File: config.mk
export PLATFORM = sky130hd
export DESIGN_NAME = spi_arbiter_flat
export DESIGN_NICKNAME = d
export VERILOG_FILES = /design/src/rtl/spi_arbiter_if.sv /design/src/rtl/spi_arbiter.sv /design/src/flat_wrapper.sv
export SDC_FILE = /design/constraint.sdc
export NUM_CORES = 1
export LEC_CHECK = 0
export ABC_AREA = 1
export CORE_UTILIZATION = 39
export CTS_BUF_LIST = sky130_fd_sc_hd__clkbuf_8
export CTS_CLUSTER_DIAMETER = 80
export CTS_CLUSTER_SIZE = 16
export DETAILED_ROUTE_END_ITERATION = 10
export GPL_TIMING_DRIVEN = 0
export PLACE_DENSITY = 0.78
export SETUP_SLACK_MARGIN = 0.02
export SLEW_MARGIN = 20
export SYNTH_ARGS = -nofsm -noshare
export SYNTH_HDL_FRONTEND = slang
export SYNTH_SLANG_ARGS = --single-unit
File: constraint.sdc
create_clock -name clk -period 1.1 [get_ports clk]
set_input_delay 0.11 -clock clk [delete_from_list [all_inputs] [get_ports clk]]
set_output_delay 0.11 -clock clk [all_outputs]
set_load 0.05 [all_outputs]
File: src/rtl/spi_arbiter_if.sv
// Handshake bundle between requesters, spi_arbiter and spi_core.
// slave is the arbiter view; master is the requester/core view.
interface spi_arbiter_if #(
  parameter int N_REQ   = 2,
  parameter int D_WIDTH = 8,
  parameter int IDX_W   = 1
);
  logic [N_REQ-1:0]         req_valid;
  logic [N_REQ*D_WIDTH-1:0] req_data;
  logic [N_REQ-1:0]         req_last;
  logic [N_REQ-1:0]         req_ready;
  logic [N_REQ-1:0]         grant;
  logic                     rsp_valid;
  logic [D_WIDTH-1:0]       rsp_data;
  logic [IDX_W-1:0]         rsp_id;
  logic                     core_enable;
  logic                     core_cont;
  logic [D_WIDTH-1:0]       core_tx_data;
  logic                     core_busy;
  logic [D_WIDTH-1:0]       core_rx_data;
  logic                     timeout_err;

  modport slave (
    input  req_valid, req_data, req_last,
    input  core_busy, core_rx_data,
    output req_ready, grant,
    output rsp_valid, rsp_data, rsp_id,
    output core_enable, core_cont, core_tx_data,
    output timeout_err
  );

  modport master (
    output req_valid, req_data, req_last,
    output core_busy, core_rx_data,
    input  req_ready, grant,
    input  rsp_valid, rsp_data, rsp_id,
    input  core_enable, core_cont, core_tx_data,
    input  timeout_err
  );
endinterface

File: src/rtl/spi_arbiter.sv
// Round-robin, burst-locked arbiter sharing one spi_core.
// Optional watchdog enabled by defining SPI_ARB_TIMEOUT_EN.
module spi_arbiter #(
  parameter int N_REQ   = 2,
  parameter int D_WIDTH = 8,
  parameter int IDX_W   = 1
) (
  input logic           clk,
  input logic           reset,
  spi_arbiter_if.slave  bus
);

  typedef enum logic [2:0] {
    IDLE, LOAD, START, WAIT_BUSY, XFER, HOLD
  } state_e;

  state_e state_q, state_d;

  logic [IDX_W-1:0]   ptr_q, ptr_d;
  logic [IDX_W-1:0]   own_q, own_d;
  logic [IDX_W-1:0]   own_nx, pick;
  logic               found;
  logic [N_REQ-1:0]   grant_q, grant_d;
  logic [N_REQ-1:0]   ready_q, ready_d;
  logic               last_q, last_d;
  logic               cont_q, cont_d;
  logic               en_q, en_d;
  logic               rv_q, rv_d;
  logic [D_WIDTH-1:0] tx_q, tx_d;
  logic [D_WIDTH-1:0] rd_q, rd_d;
  logic [IDX_W-1:0]   rid_q, rid_d;
  logic               own_vld, own_lst;
  logic [D_WIDTH-1:0] own_dat;

`ifdef SPI_ARB_TIMEOUT_EN
  logic [7:0] wd_q, wd_d;
  logic       err_q, err_d;
`endif

  assign own_vld = bus.req_valid[own_q];
  assign own_lst = bus.req_last[own_q];
  assign own_dat =
    bus.req_data[int'(own_q)*D_WIDTH +: D_WIDTH];

  assign own_nx = (int'(own_q) == N_REQ - 1) ?
                  '0 : own_q + 1'b1;

  // First requester at or above the pointer, wrapping.
  always_comb begin : pick_p
    int j;
    found = 1'b0;
    pick  = '0;
    j     = 0;
    for (int k = 0; k < N_REQ; k++) begin
      j = int'(ptr_q) + k;
      if (j >= N_REQ) j = j - N_REQ;
      if (!found && bus.req_valid[j]) begin
        found = 1'b1;
        pick  = IDX_W'(j);
      end
    end
  end

  always_comb begin
    state_d = state_q;
    ptr_d   = ptr_q;
    own_d   = own_q;
    grant_d = grant_q;
    ready_d = '0;
    last_d  = last_q;
    cont_d  = cont_q;
    en_d    = 1'b0;
    rv_d    = 1'b0;
    tx_d    = tx_q;
    rd_d    = rd_q;
    rid_d   = rid_q;
`ifdef SPI_ARB_TIMEOUT_EN
    err_d   = err_q;
    wd_d    = '0;
`endif
    unique case (state_q)
      IDLE: begin
        cont_d = 1'b0;
        if (found) begin
          own_d       = pick;
          grant_d     = '0;
          grant_d[pick] = 1'b1;
          state_d     = LOAD;
        end
      end
      LOAD: begin
        tx_d    = own_dat;
        last_d  = own_lst;
        cont_d  = ~own_lst;
        ready_d = grant_q;
        en_d    = 1'b1;
        state_d = START;
      end
      START: state_d = WAIT_BUSY;
      WAIT_BUSY: begin
        if (bus.core_busy) state_d = XFER;
      end
      XFER: begin
        if (!bus.core_busy) begin
          rd_d  = bus.core_rx_data;
          rid_d = own_q;
          rv_d  = 1'b1;
          if (last_q) begin
            grant_d = '0;
            cont_d  = 1'b0;
            ptr_d   = own_nx;
            state_d = IDLE;
          end else begin
            state_d = HOLD;
          end
        end
      end
      HOLD: begin
        if (own_vld) state_d = LOAD;
      end
      default: state_d = IDLE;
    endcase
`ifdef SPI_ARB_TIMEOUT_EN
    // Watchdog only runs while parked in a waiting state.
    if (state_q == WAIT_BUSY || state_q == HOLD) begin
      wd_d = wd_q + 8'd1;
      if (wd_d == 8'hFF && state_d == state_q) begin
        err_d   = 1'b1;
        grant_d = '0;
        cont_d  = 1'b0;
        ptr_d   = own_nx;
        state_d = IDLE;
      end
    end
    if (state_d != state_q) wd_d = '0;
`endif
  end

  always_ff @(posedge clk) begin
    if (reset) begin
      state_q <= IDLE;
      ptr_q   <= '0;
      own_q   <= '0;
      grant_q <= '0;
      ready_q <= '0;
      last_q  <= 1'b0;
      cont_q  <= 1'b0;
      en_q    <= 1'b0;
      rv_q    <= 1'b0;
      tx_q    <= '0;
      rd_q    <= '0;
      rid_q   <= '0;
`ifdef SPI_ARB_TIMEOUT_EN
      wd_q    <= '0;
      err_q   <= 1'b0;
`endif
    end else begin
      state_q <= state_d;
      ptr_q   <= ptr_d;
      own_q   <= own_d;
      grant_q <= grant_d;
      ready_q <= ready_d;
      last_q  <= last_d;
      cont_q  <= cont_d;
      en_q    <= en_d;
      rv_q    <= rv_d;
      tx_q    <= tx_d;
      rd_q    <= rd_d;
      rid_q   <= rid_d;
`ifdef SPI_ARB_TIMEOUT_EN
      wd_q    <= wd_d;
      err_q   <= err_d;
`endif
    end
  end

  assign bus.req_ready    = ready_q;
  assign bus.grant        = grant_q;
  assign bus.rsp_valid    = rv_q;
  assign bus.rsp_data     = rd_q;
  assign bus.rsp_id       = rid_q;
  assign bus.core_enable  = en_q;
  assign bus.core_cont    = cont_q;
  assign bus.core_tx_data = tx_q;
`ifdef SPI_ARB_TIMEOUT_EN
  assign bus.timeout_err  = err_q;
`else
  assign bus.timeout_err  = 1'b0;
`endif

endmodule

File: src/flat_wrapper.sv
// flat-port wrapper written by rule: the top's interface ports become plain ports
module spi_arbiter_flat 
#(
  parameter int N_REQ   = 2,
  parameter int D_WIDTH = 8,
  parameter int IDX_W   = 1
)
  (clk, reset, bus_req_valid, bus_req_data, bus_req_last, bus_core_busy, bus_core_rx_data, bus_req_ready, bus_grant, bus_rsp_valid, bus_rsp_data, bus_rsp_id, bus_core_enable, bus_core_cont, bus_core_tx_data, bus_timeout_err);
  spi_arbiter_if #(.N_REQ(N_REQ), .D_WIDTH(D_WIDTH), .IDX_W(IDX_W)) bus_i ();
  input logic clk;
  input logic reset;
  input wire logic [$bits(bus_i.req_valid)-1:0] bus_req_valid;
  input wire logic [$bits(bus_i.req_data)-1:0] bus_req_data;
  input wire logic [$bits(bus_i.req_last)-1:0] bus_req_last;
  input wire logic [$bits(bus_i.core_busy)-1:0] bus_core_busy;
  input wire logic [$bits(bus_i.core_rx_data)-1:0] bus_core_rx_data;
  output wire logic [$bits(bus_i.req_ready)-1:0] bus_req_ready;
  output wire logic [$bits(bus_i.grant)-1:0] bus_grant;
  output wire logic [$bits(bus_i.rsp_valid)-1:0] bus_rsp_valid;
  output wire logic [$bits(bus_i.rsp_data)-1:0] bus_rsp_data;
  output wire logic [$bits(bus_i.rsp_id)-1:0] bus_rsp_id;
  output wire logic [$bits(bus_i.core_enable)-1:0] bus_core_enable;
  output wire logic [$bits(bus_i.core_cont)-1:0] bus_core_cont;
  output wire logic [$bits(bus_i.core_tx_data)-1:0] bus_core_tx_data;
  output wire logic [$bits(bus_i.timeout_err)-1:0] bus_timeout_err;
  assign bus_i.req_valid = bus_req_valid;
  assign bus_i.req_data = bus_req_data;
  assign bus_i.req_last = bus_req_last;
  assign bus_i.core_busy = bus_core_busy;
  assign bus_i.core_rx_data = bus_core_rx_data;
  assign bus_req_ready = bus_i.req_ready;
  assign bus_grant = bus_i.grant;
  assign bus_rsp_valid = bus_i.rsp_valid;
  assign bus_rsp_data = bus_i.rsp_data;
  assign bus_rsp_id = bus_i.rsp_id;
  assign bus_core_enable = bus_i.core_enable;
  assign bus_core_cont = bus_i.core_cont;
  assign bus_core_tx_data = bus_i.core_tx_data;
  assign bus_timeout_err = bus_i.timeout_err;
  spi_arbiter #(.N_REQ(N_REQ), .D_WIDTH(D_WIDTH), .IDX_W(IDX_W)) u_core (.clk(clk), .reset(reset), .bus(bus_i));
endmodule
# After elaboration in Yosys (flattened, before gate mapping)
# Index checks and enable logic that the tools add are counted.
# op_classes
add_sub_neg,4
order_cmp,7
n_eq_ne,10
shifts,1
mux,34
bitwise,4
reduce_logical,14
# op_table
cell,count
$lt 32x3->1 const B,2
$mux 32,2
$ge 32x3->1 const B,1
$sub 32x3->32 const B,1
$mux 1,20
$pmux 3 s6,1
$shiftx 16x5->8,1
$mux 3,5
$reduce_and 4->1,2
$eq 3x2->1 const B,2
$eq 3x3->1 const B,2
$mux 2,3
$ne 2x1->1 const B,3
$reduce_and 3->1,2
$lt 1x2->1 const B,2
$ne 2x2->1 const B,2
$not 1->1,4
$pmux 2 s2,1
$reduce_and 2->1,2
$reduce_or 2->1,2
$eq 3x1->1 const B,1
$logic_not 3->1,1
$pmux 1 s3,1
$reduce_bool 3->1,1
9 further kinds,10
# totals
regBits,30
input_bits,31

# Longest topological paths before layout
# Gate-level depths: netlist (run 1).
# logic_depth
word_depth,15
depth_mapped,9

# Worst setup path after synthesis (run 1)
# OpenSTA, ideal clock, no wires.
# synth_timing
path_type,reg2reg
start,register u_core.state_q[0]
end,register u_core.ptr_q
t_arrival_ns,0.977
t_required_ns,0.981
slack_ns,0.003
path_stages_with_launch,7
n_path_buf,0
period_less_slack_ns,1.097
cell_sequence,dfxtp_1 > nor2_2 > nand2_2 > nor2_2 > nand2_1 > o21ai_0 > a21oi_1
# synth_between
elab_chain_cells,2
# synth_lines
item,line_no,text
from (decl),spi_arbiter.sv:17,"state_e state_q, state_d;"
from (signal assigned),spi_arbiter.sv:158,state_q <= state_d;
$eq 3x3->1,spi_arbiter.sv:81,unique case (state_q)
$reduce_and 3->1 (no line),-,
to (signal assigned),spi_arbiter.sv:159,ptr_q <= ptr_d;
to (decl),spi_arbiter.sv:19,"logic [IDX_W-1:0] ptr_q, ptr_d;"
# No other way between the ends.
# A chain may end at the register's enable or synchronous reset.

# Worst setup path after layout (run 1)
# layout_timing
start,register u_core.state_q[0]
end,"register u_core.rid_q, in the netlist u_core.bus.rsp_id"
# layout_between
elab_chain_cells,2
# layout_lines
item,line_no,text
$eq 3x3->1,spi_arbiter.sv:81,
$reduce_and 2->1 (no line),-,
to (signal assigned),spi_arbiter.sv:169,rid_q <= rid_d;
to (decl),spi_arbiter.sv:31,"logic [IDX_W-1:0] rid_q, rid_d;"
# No other way between the ends.

==> results of run 1 <==
[stage by stage]
stage                     utilization, %  cell area [sq um]
final                               65.9               2050
after global routing                65.9               2050
after CTS                           63.4               1970
after detailed placement            60.5               1880
after global placement              60.5               1880
after floorplan                        -               1290
[layout make-up]
class                           count  area, sq um
Fill cell                         286         1060
Multi-Input combinational cell    120          624
Sequential cell                    30          612
Timing Repair Buffer               59          497
Clock buffer                        8          110
Buffer                              9         83.8
Inverter                           15         63.8
Tap cell                           44         55.1
[sequential cells by signal (all words and copies together), names as in the netlist]
signal                   cells
u_core.bus.core_tx_data      8
u_core.bus.rsp_data          8
u_core.state_q               3
u_core.bus.grant             2
u_core.bus.req_ready         2
u_core.bus.core_cont         1
u_core.bus.core_enable       1
u_core.bus.rsp_id            1
u_core.bus.rsp_valid         1
u_core.last_q                1
u_core.own_q                 1
u_core.ptr_q                 1
[path summary, 6_finish.rpt]
check                           slack, ns               from           endpoint  cells after the start
worst max-delay path                -0.11  u_core.state_q[0]  u_core.bus.rsp_id                      7
worst min-delay path                 0.03              reset  u_core.state_q[1]                      2
worst min register to register       0.48       u_core.ptr_q       u_core.ptr_q                      2
worst max register to register      -0.11  u_core.state_q[0]  u_core.bus.rsp_id                      7
[kinds of logic (layout without fill, tap and decap cells)]
logic type,count (synthesis),after routing,synth area share [%]
compound gates,39,39,16.4
buf+inv,24,91,9.63
flops,30,30,46.7
other cells,1,1,0.292
simple gates,80,80,26.9
[timing repair]
| action | in CTS | in global routing |
|---|---|---|
| buffers inserted | 1 | 2 |
| resized for setup | 138 | 27 |
| gates cloned | 2 | 1 |
| pin swaps | 1 | 2 |
| setup endpoints to repair | 52 | 34 |
| hold endpoints to repair | 0 | 0 |
[worst max-delay path, stage by stage (launching register included)]
cell and delay [ns]:
dfxtp_4 0.37, nor2_4 0.15, nand2_4 0.08, nor2_4 0.15
buf_12 0.13, buf_8 0.10, o21ai_2 0.04, a21oi_1 0.11
[per-layer routing]
layer	vias to the layer above	routed length (microns)
met5	-	0
met4	0	69
met3	6	141
met2	34	1740
met1	639	1600
li1	698	-
[cell usage in the layout, fill, tap and decap left out]
| cell | n |
|---|---|
| buf_4 | 4 |
| dfxtp_1 | 27 |
| inv_4 | 3 |
| clkdlybuf4s50_1 | 29 |
| conb_1 | 1 |
| nand3_2 | 2 |
| and3_4 | 2 |
| o21ai_1 | 8 |
| clkbuf_8 | 8 |
| buf_2 | 24 |
| nor2_1 | 25 |
| buf_6 | 5 |
| nor2_4 | 3 |
| nor3_4 | 1 |
| inv_2 | 2 |
| nor2_2 | 5 |
| a31oi_1 | 8 |
| clkbuf_2 | 1 |
| clkbuf_1 | 1 |
| a211oi_2 | 1 |
| buf_8 | 2 |
| o21ai_0 | 13 |
| nand2_1 | 32 |
| nand2_2 | 1 |
| clkbuf_16 | 1 |
| nor3_1 | 2 |
| buf_12 | 1 |
| nand3_1 | 5 |
| dfxtp_4 | 3 |
| nand4_1 | 1 |
| a21oi_2 | 1 |
| a21oi_1 | 6 |
| nand2_4 | 1 |
| o21ai_2 | 2 |
| inv_1 | 10 |
[power breakdown]
part           switching, mW  internal (mW)
clock network          0.423          0.631
registers              0.115           1.26
logic                   1.03          0.582
total                   1.57           2.48
==> reports/metrics.cfg, run 1 <==
[timing]
fin_crit_sh_pct=110
rsz0062_at_grt=yes
slew_violations=0
setup_viol=26
fmax_mhz=828
fin_worst_skew_ns=0.00678
hold_viol_final=0
whs_ns=0.0280
fin_crit_ns=1.21
setup_ws_ns=-0.108
tns_ns=-1.79

[clocking]
cts_tree=built
h-tree-depth=2
worstSkewPairLatency_ns=0.29
clk_pin_slew_ns=0.07
hold_buffers=0
cts.sinks=30
clk_path_buf_depth=2
cts-root-buf=clkbuf_8
cts_buffers=5

[placement]
hpwl_mm=2.24
gp_congestion=0.815
dp_slack_ns=-0.229
portBuffers=53
dp_cells=271

[drt]
wirelength_mm=3.55
drt_iter0_markers=49
vias_per_cell=4.83
firstDrtPassIters=6
vias=1377
drcViolationCount=0
ant_nets=0
wl_per_cell_microns=12.5

[global_route]
grtUsageMet1_pct=25.2
grt_antenna_before_repair=0
grt_max_degree=11
met3_usage_pct=7.42
grt_use_total_pct=21.6
grt-busiest-layer=met2
use_met2_pct=35.3
grt_pass1_vias=1214
grt_pass1_wl_mm=5.46
grt.overflow.total=0

[yosys]
ys_warn_count=0
async_flop_share_pct=0
syn_area_per_cell_sq_um=7.39
synth_edf_count=0
synthTopCellsByArea=dfxtp_1, nand2_1, nor2_1
synth-seq-area-share_pct=46.7
synth_cell_types=24
syn_nets=205
syn_area_sq_um=1290
syn_inst=174
ys_top_cells_by_count=nand2_1, dfxtp_1, nor2_1
synth_top_area_cell=dfxtp_1
yosys.cell_count.top_type=nand2_1
ys_ff_latch=30
ys.flop_type=dfxtp_1
synth.top_cell.area_share_pct=46.7

[run_status]
violations=setup timing
outcome=complete, but fails checks

[power]
total_power_mw=4.04
power.density_nw_per_um2=1980
vdd_drop_max_uv=1120
p_leak_nw=0.934

[critical_path]
worstSetupPathType=reg -> reg
critPathCaptureType=register
cp.arrival_ns=1.43
startpoint_type=register
cp_max_fo=5
crit_required_ns=1.32

[finish]
drive_gt1_share_pct=30.3
final-instance-count-excl-fill=285
nets=271
n_antenna_cell=0
syn2layout_area_growth_pct=59.0

[floorplan]
start_util_pct=41.5
die_h_microns=59.4
num_rows=20
num_io_pins=56
die-area_sq_um=3530
die-width_microns=59.4
core_sq_um=3100

[flow_run]
cap_viol_max_count=0

[hold_path]
hold_path.class=in -> reg

Power figures use the tool's default switching activity.
==> inputs of run 2 (changes only) <==
Settings changed: ABC_AREA 1 to 0, CORE_UTILIZATION 39 to 58, DONT_BUFFER_PORTS set to 1, PLACE_DENSITY 0.78 to 0.76, REMOVE_ABC_BUFFERS set to 1.
==> run 2 against run 1 <==
Effect of this change: the flow finishes with violations (hold timing, setup timing); clock power about the same; register-to-register slack worse by 0.29 ns; die area is 33% lower; via count down 16%; synthesized cell count fell by 19%; utilization up 22 points; critical path type unchanged; largest power group is now registers.
==> reports/metrics.cfg, run 2 <==
[run_status]
outcome=complete, but fails checks
violations=hold timing, setup timing

[critical_path]
cpMaxStageDelayCell=or4b_4
critPathMaxStageDelay_ns=0.57
cp.arrival_ns=1.65
r2r-end=u_core.bus.grant[1]
r2r_setup_slack_ns=-0.39
critPathCaptureType=register
worstSetupPathType=reg -> reg
startpoint_type=register
crit_chain=or4b_4 -> buf_4 -> o221ai_2 -> a21oi_1
cp_max_fo=7
r2r_start=u_core.state_q[0]
crit_required_ns=1.26
ff2ff_path_depth=4

[finish]
mostFrequentLayoutCell=dfxtp_1
n_antenna_cell=0
final_cell_mix=dfxtp_1, nand2_1, buf_4
drive_gt1_share_pct=40.7
nets=192
final-instance-count-excl-fill=189
syn2layout_area_growth_pct=38.8
finalInstanceArea_sq_um=1750

[yosys]
syn_area_sq_um=1260
yosys.cell_count.top_type=dfxtp_1
synth_compound_area_share_pct=18.9
synth_top_family_by_area=simple AND/OR/NAND/NOR gates
synth-simple-area-share_pct=20.1
async_flop_share_pct=0
synth_top_area_cell=dfxtp_1
ys.flop_type=dfxtp_1
synth_xor_area_share_pct=0
synthTopCellsByArea=dfxtp_1, mux2i_1, a21oi_1
synth.top_cell.area_share_pct=47.6
syn_inst=141
ys_top_cells_by_count=dfxtp_1, nand2_1, a21oi_1
synthMuxAreaShare_pct=7.93
synth_fa_ha_area_share_pct=0
ys_warn_count=0
syn_area_per_cell_sq_um=8.95
synth_edf_count=0
synth_cell_types=31
ys_ff_latch=30
synth-seq-area-share_pct=47.6

[drt]
drcViolationCount=0
wl_per_cell_microns=18.8
vias_per_cell=6.13
ant_nets=0
firstDrtPassIters=5
wirelength_mm=3.56
vias=1159
drt_iter0_markers=33

[global_route]
grt_max_degree=29
grt_pass1_vias=1086
grt_antenna_before_repair=0
grt.overflow.total=0
grt_use_total_pct=28.1
grt_pass1_wl_mm=5.04

[power]
p_leak_nw=0.611
total_power_mw=3.01
swShare_pct=30.7
vdd_drop_max_uv=1330
power.density_nw_per_um2=1720
clockPowerShare_pct=34.2
seq_power_share_pct=47.7
switchingPower_mw=0.924
internal-power_mw=2.08
comb_power_share_pct=18.1

[timing]
setup_ws_ns=-0.393
slew_headroom_pct=63.0
fin_worst_skew_ns=0.00358
worstMarginPinSlew_ns=0.554
slew_violations=0
hold_viol_final=27
whs_ns=-0.116
fmax_mhz=670
setup_viol=29
fin_crit_ns=1.49
rsz0062_at_grt=yes
fin_crit_sh_pct=136

[clocking]
cts_buffers=5
worstSkewPairLatency_ns=0.28
cts_tree=built
cts.sinks=30
clk_path_buf_depth=2
cts-root-buf=clkbuf_8
h-tree-depth=2
clk_pin_slew_ns=0.06

[flow_run]
cap_viol_max_count=0

[floorplan]
start_util_pct=63.1
die-width_microns=48.7
num_rows=16
die_h_microns=48.7
core_sq_um=2000
num_io_pins=56
die-area_sq_um=2370

[placement]
portBuffers=0
postPlaceCellArea_sq_um=1240
dp_cells=157
gp_congestion=0.763
dp_slack_ns=-0.852
hpwl_mm=1.56

[hold_path]
hold_path.class=in -> reg
holdPathStages=1
hp-start=reset
hold_end=u_core.bus.core_cont

==> run 2: routing by layer <==
layer | up-vias | routed length, microns | global-route usage, %
li1 | 537 | - | -
met3 | 10 | 242 | 8.49
met5 | - | 0 | 0
met1 | 547 | 1370 | 32.5
met2 | 65 | 1860 | 47.5
met4 | 0 | 80 | 12.3
==> run 2: stage by stage <==
step,setup TNS [ns],utilization [%]
after floorplan,-9.50,-
after global placement,-16.28,61.9
after detailed placement,-17.90,61.9
after CTS,-5.93,81.0
after global routing,-8.63,87.5
final,-7.26,87.5
==> run 2: area by class of cell <==
class / instances / area, sq um
Sequential cell: 30 / 614
Tap cell: 27 / 33.8
Fill cell: 111 / 250
Timing Repair Buffer: 24 / 241
Clock buffer: 8 / 110
Multi-Input combinational cell: 98 / 744
Inverter: 2 / 7.51
==> run 2: logic make-up after synthesis <==
family,count (synthesis)
buf+inv,13
other cells,1
simple gates,49
mux,10
compound gates,38
flops,30
==> run 2: critical path: cells and delay by family (launching register included) <==
family,cells,cell delay (ns)
AOI/OAI and AO/OA,2,0.28
buffers and inverters,1,0.17
and+or+nand+nor,1,0.57
DFF,1,0.35
==> run 2: power by group through the flow <==
stage	clock [mW]	combinational, mW	sequential [mW]
detailed placement	0	0.219	1.47
finish	1.03	0.544	1.43
floorplan	0	0.186	1.45
CTS	1.01	0.438	1.43
global route	1.08	0.578	1.44
global placement	0	0.207	1.47
==> run 2: worst max path at each step <==
stage	startpoint	depth (start not counted)	endpoint	slack, ns
after global routing	u_core.state_q[0]	4	u_core.bus.grant[1]	-0.43
after floorplan	u_core.state_q[0]	3	u_core.bus.req_ready[0]	-0.50
final	u_core.state_q[0]	4	u_core.bus.grant[1]	-0.39
after CTS	u_core.state_q[0]	3	u_core.ptr_q	-0.34
after detailed placement	u_core.state_q[0]	3	u_core.last_q	-0.85
after global placement	u_core.state_q[0]	3	u_core.bus.req_ready[0]	-0.81
==> run 2: repair_timing <==
item,4_1_cts,5_1_grt
endpoints found under the hold margin,27,27
resized for setup,31,23
pin swaps,14,6
setup endpoints to repair,29,30
gates cloned,2,0
buffers inserted,19,2
